File: src/rtl/mem_ctrl_if.sv
// mem_ctrl_if: pipeline/RAM-side bus of the byte-serial memory controller.
interface mem_ctrl_if;
    logic        pcJump_in;
    logic        IF_MCE_in;
    logic [31:0] IF_addr_in;
    logic        MEM_MCE_in;
    logic        MEM_rw_in;
    logic [1:0]  MEM_size_in;
    logic [31:0] MEM_addr_in;
    logic [31:0] MEM_data_in;
    logic [7:0]  ram_din_in;
    logic        MC_busy_out;
    logic        IF_instE_out;
    logic [31:0] IF_inst_out;
    logic        MEM_done_out;
    logic [31:0] MEM_data_out;
    logic [31:0] ram_addr_out;
    logic [7:0]  ram_dout_out;
    logic        ram_wr_out;

    modport master (
        output pcJump_in, IF_MCE_in, IF_addr_in, MEM_MCE_in, MEM_rw_in, MEM_size_in,
               MEM_addr_in, MEM_data_in, ram_din_in,
        input  MC_busy_out, IF_instE_out, IF_inst_out, MEM_done_out, MEM_data_out,
               ram_addr_out, ram_dout_out, ram_wr_out
    );

    modport slave (
        input  pcJump_in, IF_MCE_in, IF_addr_in, MEM_MCE_in, MEM_rw_in, MEM_size_in,
               MEM_addr_in, MEM_data_in, ram_din_in,
        output MC_busy_out, IF_instE_out, IF_inst_out, MEM_done_out, MEM_data_out,
               ram_addr_out, ram_dout_out, ram_wr_out
    );
endinterface

File: src/rtl/mem_ctrl.sv
// mem_ctrl: byte-serial IF/MEM arbiter and sequencer for a byte-wide single-port RAM.
module mem_ctrl (
    input logic       clk_in,
    input logic       rst_in,
    mem_ctrl_if.slave mc
);
    typedef enum logic [2:0] {IDLE, IF_RD, MEM_RD, MEM_WR, DONE} state_t;

    state_t      state_q;
    logic [31:0] base_q, wdata_q, buf_q;
    logic [2:0]  k_q, n_q;
    logic [31:0] ram_addr_q, inst_q, mdata_q;
    logic [7:0]  ram_dout_q;
    logic        ram_wr_q, inste_q, mdone_q;

    logic [2:0]  kn_d, size_n_d;
    logic [1:0]  lane_d;
    logic [31:0] addr_d, rd_word_d;
    logic [7:0]  wbyte_d;
    logic        last_d;

    // Read data lags its address by a cycle, so the byte arriving now belongs to lane k-1.
    always_comb begin
        kn_d      = k_q + 3'd1;
        lane_d    = k_q[1:0] - 2'd1;
        addr_d    = base_q + {29'd0, kn_d};
        wbyte_d   = wdata_q[{kn_d[1:0], 3'b000} +: 8];
        rd_word_d = buf_q | ({24'd0, mc.ram_din_in} << {lane_d, 3'b000});
        size_n_d  = mc.MEM_size_in == 2'b00 ? 3'd1 : mc.MEM_size_in == 2'b01 ? 3'd2 : 3'd4;
        last_d    = kn_d == n_q;
    end

    always_ff @(posedge clk_in) begin
        if (rst_in) begin
            state_q    <= IDLE;
            base_q     <= '0;
            wdata_q    <= '0;
            buf_q      <= '0;
            k_q        <= '0;
            n_q        <= '0;
            ram_addr_q <= '0;
            ram_dout_q <= '0;
            ram_wr_q   <= 1'b0;
            inst_q     <= '0;
            inste_q    <= 1'b0;
            mdata_q    <= '0;
            mdone_q    <= 1'b0;
        end else begin
            ram_addr_q <= '0;
            ram_dout_q <= '0;
            ram_wr_q   <= 1'b0;
            inst_q     <= '0;
            inste_q    <= 1'b0;
            mdata_q    <= '0;
            mdone_q    <= 1'b0;
            case (state_q)
                IDLE: begin
                    k_q   <= '0;
                    buf_q <= '0;
                    if (mc.MEM_MCE_in) begin
                        state_q    <= mc.MEM_rw_in ? MEM_WR : MEM_RD;
                        base_q     <= mc.MEM_addr_in;
                        wdata_q    <= mc.MEM_data_in;
                        n_q        <= size_n_d;
                        ram_addr_q <= mc.MEM_addr_in;
                        ram_dout_q <= mc.MEM_rw_in ? mc.MEM_data_in[7:0] : 8'd0;
                        ram_wr_q   <= mc.MEM_rw_in;
                    end else if (mc.IF_MCE_in) begin
                        state_q    <= IF_RD;
                        base_q     <= mc.IF_addr_in;
                        n_q        <= 3'd4;
                        ram_addr_q <= mc.IF_addr_in;
                    end
                end
                IF_RD, MEM_RD: begin
                    if (k_q != 3'd0)
                        buf_q <= rd_word_d;
                    if (state_q == IF_RD && mc.pcJump_in) begin
                        state_q <= IDLE;
                    end else if (k_q == n_q) begin
                        state_q <= DONE;
                        inste_q <= state_q == IF_RD;
                        mdone_q <= state_q == MEM_RD;
                        inst_q  <= state_q == IF_RD ? rd_word_d : 32'd0;
                        mdata_q <= state_q == MEM_RD ? rd_word_d : 32'd0;
                    end else begin
                        k_q        <= kn_d;
                        ram_addr_q <= last_d ? 32'd0 : addr_d;
                    end
                end
                MEM_WR: begin
                    if (last_d) begin
                        state_q <= DONE;
                        mdone_q <= 1'b1;
                    end else begin
                        k_q        <= kn_d;
                        ram_addr_q <= addr_d;
                        ram_dout_q <= wbyte_d;
                        ram_wr_q   <= 1'b1;
                    end
                end
                DONE:    state_q <= IDLE;
                default: state_q <= IDLE;
            endcase
        end
    end

    assign mc.MC_busy_out  = state_q != IDLE;
    assign mc.IF_instE_out = inste_q;
    assign mc.IF_inst_out  = inst_q;
    assign mc.MEM_done_out = mdone_q;
    assign mc.MEM_data_out = mdata_q;
    assign mc.ram_addr_out = ram_addr_q;
    assign mc.ram_dout_out = ram_dout_q;
    assign mc.ram_wr_out   = ram_wr_q;
endmodule

File: src/flat_wrapper.sv
// flat-port wrapper written by rule: the top's interface ports become plain ports
module mem_ctrl_flat 
  (clk_in, rst_in, mc_pcJump_in, mc_IF_MCE_in, mc_IF_addr_in, mc_MEM_MCE_in, mc_MEM_rw_in, mc_MEM_size_in, mc_MEM_addr_in, mc_MEM_data_in, mc_ram_din_in, mc_MC_busy_out, mc_IF_instE_out, mc_IF_inst_out, mc_MEM_done_out, mc_MEM_data_out, mc_ram_addr_out, mc_ram_dout_out, mc_ram_wr_out);
  mem_ctrl_if mc_i ();
  input logic clk_in;
  input logic rst_in;
  input wire logic [$bits(mc_i.pcJump_in)-1:0] mc_pcJump_in;
  input wire logic [$bits(mc_i.IF_MCE_in)-1:0] mc_IF_MCE_in;
  input wire logic [$bits(mc_i.IF_addr_in)-1:0] mc_IF_addr_in;
  input wire logic [$bits(mc_i.MEM_MCE_in)-1:0] mc_MEM_MCE_in;
  input wire logic [$bits(mc_i.MEM_rw_in)-1:0] mc_MEM_rw_in;
  input wire logic [$bits(mc_i.MEM_size_in)-1:0] mc_MEM_size_in;
  input wire logic [$bits(mc_i.MEM_addr_in)-1:0] mc_MEM_addr_in;
  input wire logic [$bits(mc_i.MEM_data_in)-1:0] mc_MEM_data_in;
  input wire logic [$bits(mc_i.ram_din_in)-1:0] mc_ram_din_in;
  output wire logic [$bits(mc_i.MC_busy_out)-1:0] mc_MC_busy_out;
  output wire logic [$bits(mc_i.IF_instE_out)-1:0] mc_IF_instE_out;
  output wire logic [$bits(mc_i.IF_inst_out)-1:0] mc_IF_inst_out;
  output wire logic [$bits(mc_i.MEM_done_out)-1:0] mc_MEM_done_out;
  output wire logic [$bits(mc_i.MEM_data_out)-1:0] mc_MEM_data_out;
  output wire logic [$bits(mc_i.ram_addr_out)-1:0] mc_ram_addr_out;
  output wire logic [$bits(mc_i.ram_dout_out)-1:0] mc_ram_dout_out;
  output wire logic [$bits(mc_i.ram_wr_out)-1:0] mc_ram_wr_out;
  assign mc_i.pcJump_in = mc_pcJump_in;
  assign mc_i.IF_MCE_in = mc_IF_MCE_in;
  assign mc_i.IF_addr_in = mc_IF_addr_in;
  assign mc_i.MEM_MCE_in = mc_MEM_MCE_in;
  assign mc_i.MEM_rw_in = mc_MEM_rw_in;
  assign mc_i.MEM_size_in = mc_MEM_size_in;
  assign mc_i.MEM_addr_in = mc_MEM_addr_in;
  assign mc_i.MEM_data_in = mc_MEM_data_in;
  assign mc_i.ram_din_in = mc_ram_din_in;
  assign mc_MC_busy_out = mc_i.MC_busy_out;
  assign mc_IF_instE_out = mc_i.IF_instE_out;
  assign mc_IF_inst_out = mc_i.IF_inst_out;
  assign mc_MEM_done_out = mc_i.MEM_done_out;
  assign mc_MEM_data_out = mc_i.MEM_data_out;
  assign mc_ram_addr_out = mc_i.ram_addr_out;
  assign mc_ram_dout_out = mc_i.ram_dout_out;
  assign mc_ram_wr_out = mc_i.ram_wr_out;
  mem_ctrl u_core (.clk_in(clk_in), .rst_in(rst_in), .mc(mc_i));
endmodule
File: config.mk
export PLATFORM = sky130hd
export DESIGN_NAME = mem_ctrl_flat
export DESIGN_NICKNAME = d
export VERILOG_FILES = /design/src/rtl/mem_ctrl_if.sv /design/src/rtl/mem_ctrl.sv /design/src/flat_wrapper.sv
export SDC_FILE = /design/constraint.sdc
export NUM_CORES = 1
export LEC_CHECK = 0
export ABC_AREA = 1
export CAP_MARGIN = 5
export CELL_PAD_IN_SITES_DETAIL_PLACEMENT = 1
export CELL_PAD_IN_SITES_GLOBAL_PLACEMENT = 2
export CORE_MARGIN = 2
export CORE_UTILIZATION = 25
export DETAILED_ROUTE_END_ITERATION = 10
export PLACE_DENSITY = 0.87
export SLEW_MARGIN = 20
export SYNTH_ARGS = -nofsm -noshare
export SYNTH_HDL_FRONTEND = slang
export SYNTH_SLANG_ARGS = --single-unit
File: constraint.sdc
create_clock -name clk_in -period 2.5 [get_ports clk_in]
set_clock_uncertainty 0.05 [all_clocks]
set_input_delay 0.25 -clock clk_in [delete_from_list [all_inputs] [get_ports clk_in]]
set_output_delay 0.25 -clock clk_in [all_outputs]
set_load 0.01 [all_outputs]
==> flow_metrics.env <==
export IMPL_path_common_cell="nand3_1"
export IMPL_gp_congestion=0.790
export IMPL_pwr_share_clk_pct=27.6
export IMPL_post_drt_wl_per_cell_um=15.5
export IMPL_post_route_period_util_pct=92.8
export IMPL_slowest_stage="fa_1"
export IMPL_fin_util_pct=34.8
export IMPL_layout_drive_gt1_share_pct=11.9
export IMPL_drtIter0Drc=267
export IMPL_antenna_found_initial=2
export IMPL_clockBufferDepth=3
export IMPL_setup_tns_final_ps=0
export IMPL_max_cap_violations=0
export IMPL_path_cells="inv_1 -> ha_4 -> fa_1 -> nand3_1 -> nand2_1 -> nand3_1 -> nor2_1 -> buf_4 -> or2_2 -> nand3_2 -> a21oi_2"
export IMPL_slew_violations=0
export IMPL_grt_setup_unrepaired="no"
export IMPL_die_w_um=195
export IMPL_clk_latency_ps=520
export IMPL_synth_xor_area_share_pct=1.61
export IMPL_max_slew_margin_pct=40.3
export IMPL_status="finished, final reports clean"
export IMPL_crit_type="reg2reg"
export IMPL_vdd_drop_max_uv=540
export IMPL_fin_cells=1909
export IMPL_gr_usage_all_layers_pct=15.4
export IMPL_postRouteAntennaNets=0
export IMPL_synth_top_family_by_area="simple AND/OR/NAND/NOR gates"
export IMPL_htreeDepth=1
export IMPL_crit_buf_inv=2
export IMPL_synth_seq_cells=212
export IMPL_ys_types=37
export IMPL_totalWireLength_um=29600
export IMPL_required_ps=2840
export IMPL_critPathCaptureType="register"
export IMPL_fin_nets=1541
export IMPL_first_global_vias=8995
export IMPL_crit_arrival_ps=2660
export IMPL_fmax_ghz=0.431
export IMPL_synthSimpleGateAreaFrac_pct=24.0
export IMPL_syn_inst=1218
export IMPL_synth_async_reset_ratio_pct=0
export IMPL_rows=70
export IMPL_worstMarginPinSlew_ps=896
export IMPL_initial_utilization_pct=25.2
export IMPL_ys_flop_type="dfxtp_1"
export IMPL_clkTransAtPathRegs_ps=60
export IMPL_drc=0
export IMPL_post_place_ws_ps=116
export IMPL_syn_to_final_growth_pct=38.0
export IMPL_clock_sinks=212
export IMPL_ctsHoldBuffers=0
export IMPL_grt_pass1_wl_um=47900
export IMPL_pwr_share_comb_pct=37.4
export IMPL_yosysWarningCount=0
export IMPL_p_sw_share_pct=38.8
export IMPL_hold_viol=0
export IMPL_clockRootBuffer="clkbuf_16"
export IMPL_netlist_area_sq_mm=0.00916
export IMPL_drt_pass1_iterations=4
export IMPL_final_seq_area_sq_mm=0.00425
export IMPL_cp_max_fo=6
export IMPL_viasPerCell=4.52
export IMPL_route_vias_total=8638
export IMPL_portBuffers=219
export IMPL_hold_class="in2reg"
export IMPL_dp_cells=1864
export IMPL_internal_power_mw=7.89
export IMPL_p_sw_mw=5.00
export IMPL_finalCriticalPeriod_ps=2320
export IMPL_syn_avg_cell_area_sq_um=7.52
export IMPL_die_y_um=195
export IMPL_p_seq_share_pct=34.9
export IMPL_grt_overflow=0
export IMPL_p_leak_nw=4.85
export IMPL_multi_input_area_sq_mm=0.00414
export IMPL_synth_nets=1336
export IMPL_finalSetupViolations=0
export IMPL_pin_count=220
export IMPL_dp_hpwl_um=21300
export IMPL_fill_cells=4413
export IMPL_numCtsBuffers=25
export IMPL_synth_enable_flop_cells=0
export IMPL_critPathTopFamily="simple AND/OR/NAND/NOR gates"
export IMPL_cts_tree="done"
export IMPL_powerDensity_mw_per_mm2=1020
export IMPL_worst_slack_ps=181
export IMPL_grt_max_degree=65
export IMPL_synth_compound_area_share_pct=16.3
export IMPL_ys_seq_area_share_pct=46.3
export IMPL_critPathLaunchType="register"
export IMPL_critPathMaxStageDelay_ps=420
export IMPL_synthAdderAreaFrac_pct=0.901
export IMPL_coreArea_sq_mm=0.0363
export IMPL_die_area_sq_mm=0.0382
export IMPL_synthMuxAreaShare_pct=2.09
[metrics by stage]
| stage | hold WS (ps) | power (mW) | cell area (sq um) |
|---|---|---|---|
| final | 98.7 | 12.9 | 12600 |
| after global routing | 105 | 13.8 | 12600 |
| after CTS | 82.3 | 13.1 | 12600 |
| after detailed placement | 396 | 9.44 | 11800 |
| after global placement | 388 | 9.30 | 11800 |
| after floorplan | 335 | 7.76 | 9170 |
[metal layers]
layer,wire (um),global-route usage [%]
met5,12,0
met4,616,3.65
met3,1540,3.39
met2,14300,27.1
met1,13200,19.0
[cell families (layout without fill, tap and decap cells)]
logic type	count (synthesis)	after routing
simple gates	505	505
compound gates	271	271
flops	212	212
buf+inv	191	413
mux	17	17
xor+xnor	16	16
fa+ha+maj	6	6
other cells	0	1
[final timing paths]
check,start,endpoint,slack [ps],depth (start not counted)
hold / removal,rst_in,u_core.mc.ram_addr_out[26],100,2
setup / recovery,u_core.k_q[0],u_core.mc.ram_addr_out[20],180,11
hold reg to reg,u_core.wdata_q[6],u_core.wdata_q[6],400,2
setup reg to reg,u_core.k_q[0],u_core.mc.ram_addr_out[20],180,11
[flip-flops by register name, indices dropped and copies added (netlist names)]
name,cells
u_core.mc.ram_addr_out,32
u_core.buf_q,32
u_core.k_q,3
u_core.mc.MEM_data_out,32
u_core.n_q,3
u_core.mc.MEM_done_out,1
u_core.mc.ram_wr_out,1
u_core.wdata_q,32
u_core.state_q,3
u_core.mc.ram_dout_out,8
u_core.mc.IF_inst_out,32
u_core.base_q,32
u_core.mc.IF_instE_out,1
[cell usage after synthesis (2+ instances only)]
cell type  number  area share [%]
a21o_1          2            0.16
a21oi_1       111             6.1
a21oi_2        30             2.9
a31oi_1         9            0.61
and2_1          2            0.14
buf_12          3            0.66
buf_2          12            0.66
buf_4           3            0.25
clkbuf_1       49             2.0
dfxtp_1       212              46
ha_1            5            0.68
inv_1         119             4.9
inv_2           3            0.12
mux2_2         17             2.1
nand2_1       231             9.5
nand2_2        15             1.0
nand3_1        47             2.6
nand3_2        17             1.9
nand3b_1        3            0.25
nand4_1        10            0.68
nor2_1        164             6.7
nor2_2          3            0.20
nor3_1          3            0.16
o21ai_0       114             6.2
o21bai_1        3            0.25
or2_2           7            0.48
xnor2_1         7            0.67
xor2_1          8            0.76
[area by class of cell]
type,instances,share of cell area (%)
clock buffers,30,5.25
repair buffers,247,19.1
inverters,122,3.62
diodes,1,0.0198
clock inverters,14,1.07
multi-input cells,815,32.7
flip-flops and latches,212,33.6
well taps,468,4.63
[what timing repair did]
action	CTS	global route
setup endpoints to repair	0	17
resized for setup	0	4
setup buffers	0	0
[power groups by stage]
stage	sequential [mW]	combinational [mW]	clock, mW
after floorplan	4.52	3.24	0
after global placement	4.55	4.75	0
after detailed placement	4.56	4.88	0
after CTS	4.50	4.91	3.67
after global routing	4.58	5.44	3.81
final	4.50	4.83	3.56
[cells in the final DEF (no fill, tap or decap), types with 3 or more instances in the layout]
| cell type | count |
|---|---|
| o21bai_1 | 3 |
| o21ai_0 | 114 |
| xnor2_1 | 7 |
| dfxtp_1 | 210 |
| a21oi_1 | 110 |
| nand2_2 | 15 |
| inv_2 | 3 |
| inv_1 | 119 |
| clkinv_2 | 7 |
| buf_4 | 28 |
| clkinvlp_4 | 3 |
| nand3_2 | 17 |
| nor2_2 | 4 |
| a31oi_1 | 9 |
| nand4_1 | 10 |
| clkbuf_1 | 3 |
| clkdlybuf4s50_1 | 218 |
| nand3_1 | 47 |
| mux2_2 | 17 |
| a21oi_2 | 31 |
| nand2_1 | 231 |
| nand3b_1 | 3 |
| clkbuf_16 | 25 |
| ha_1 | 3 |
| or2_2 | 7 |
| nor2_1 | 163 |
| xor2_1 | 8 |
| nor3_1 | 3 |
(Power assumes the default switching activity.)
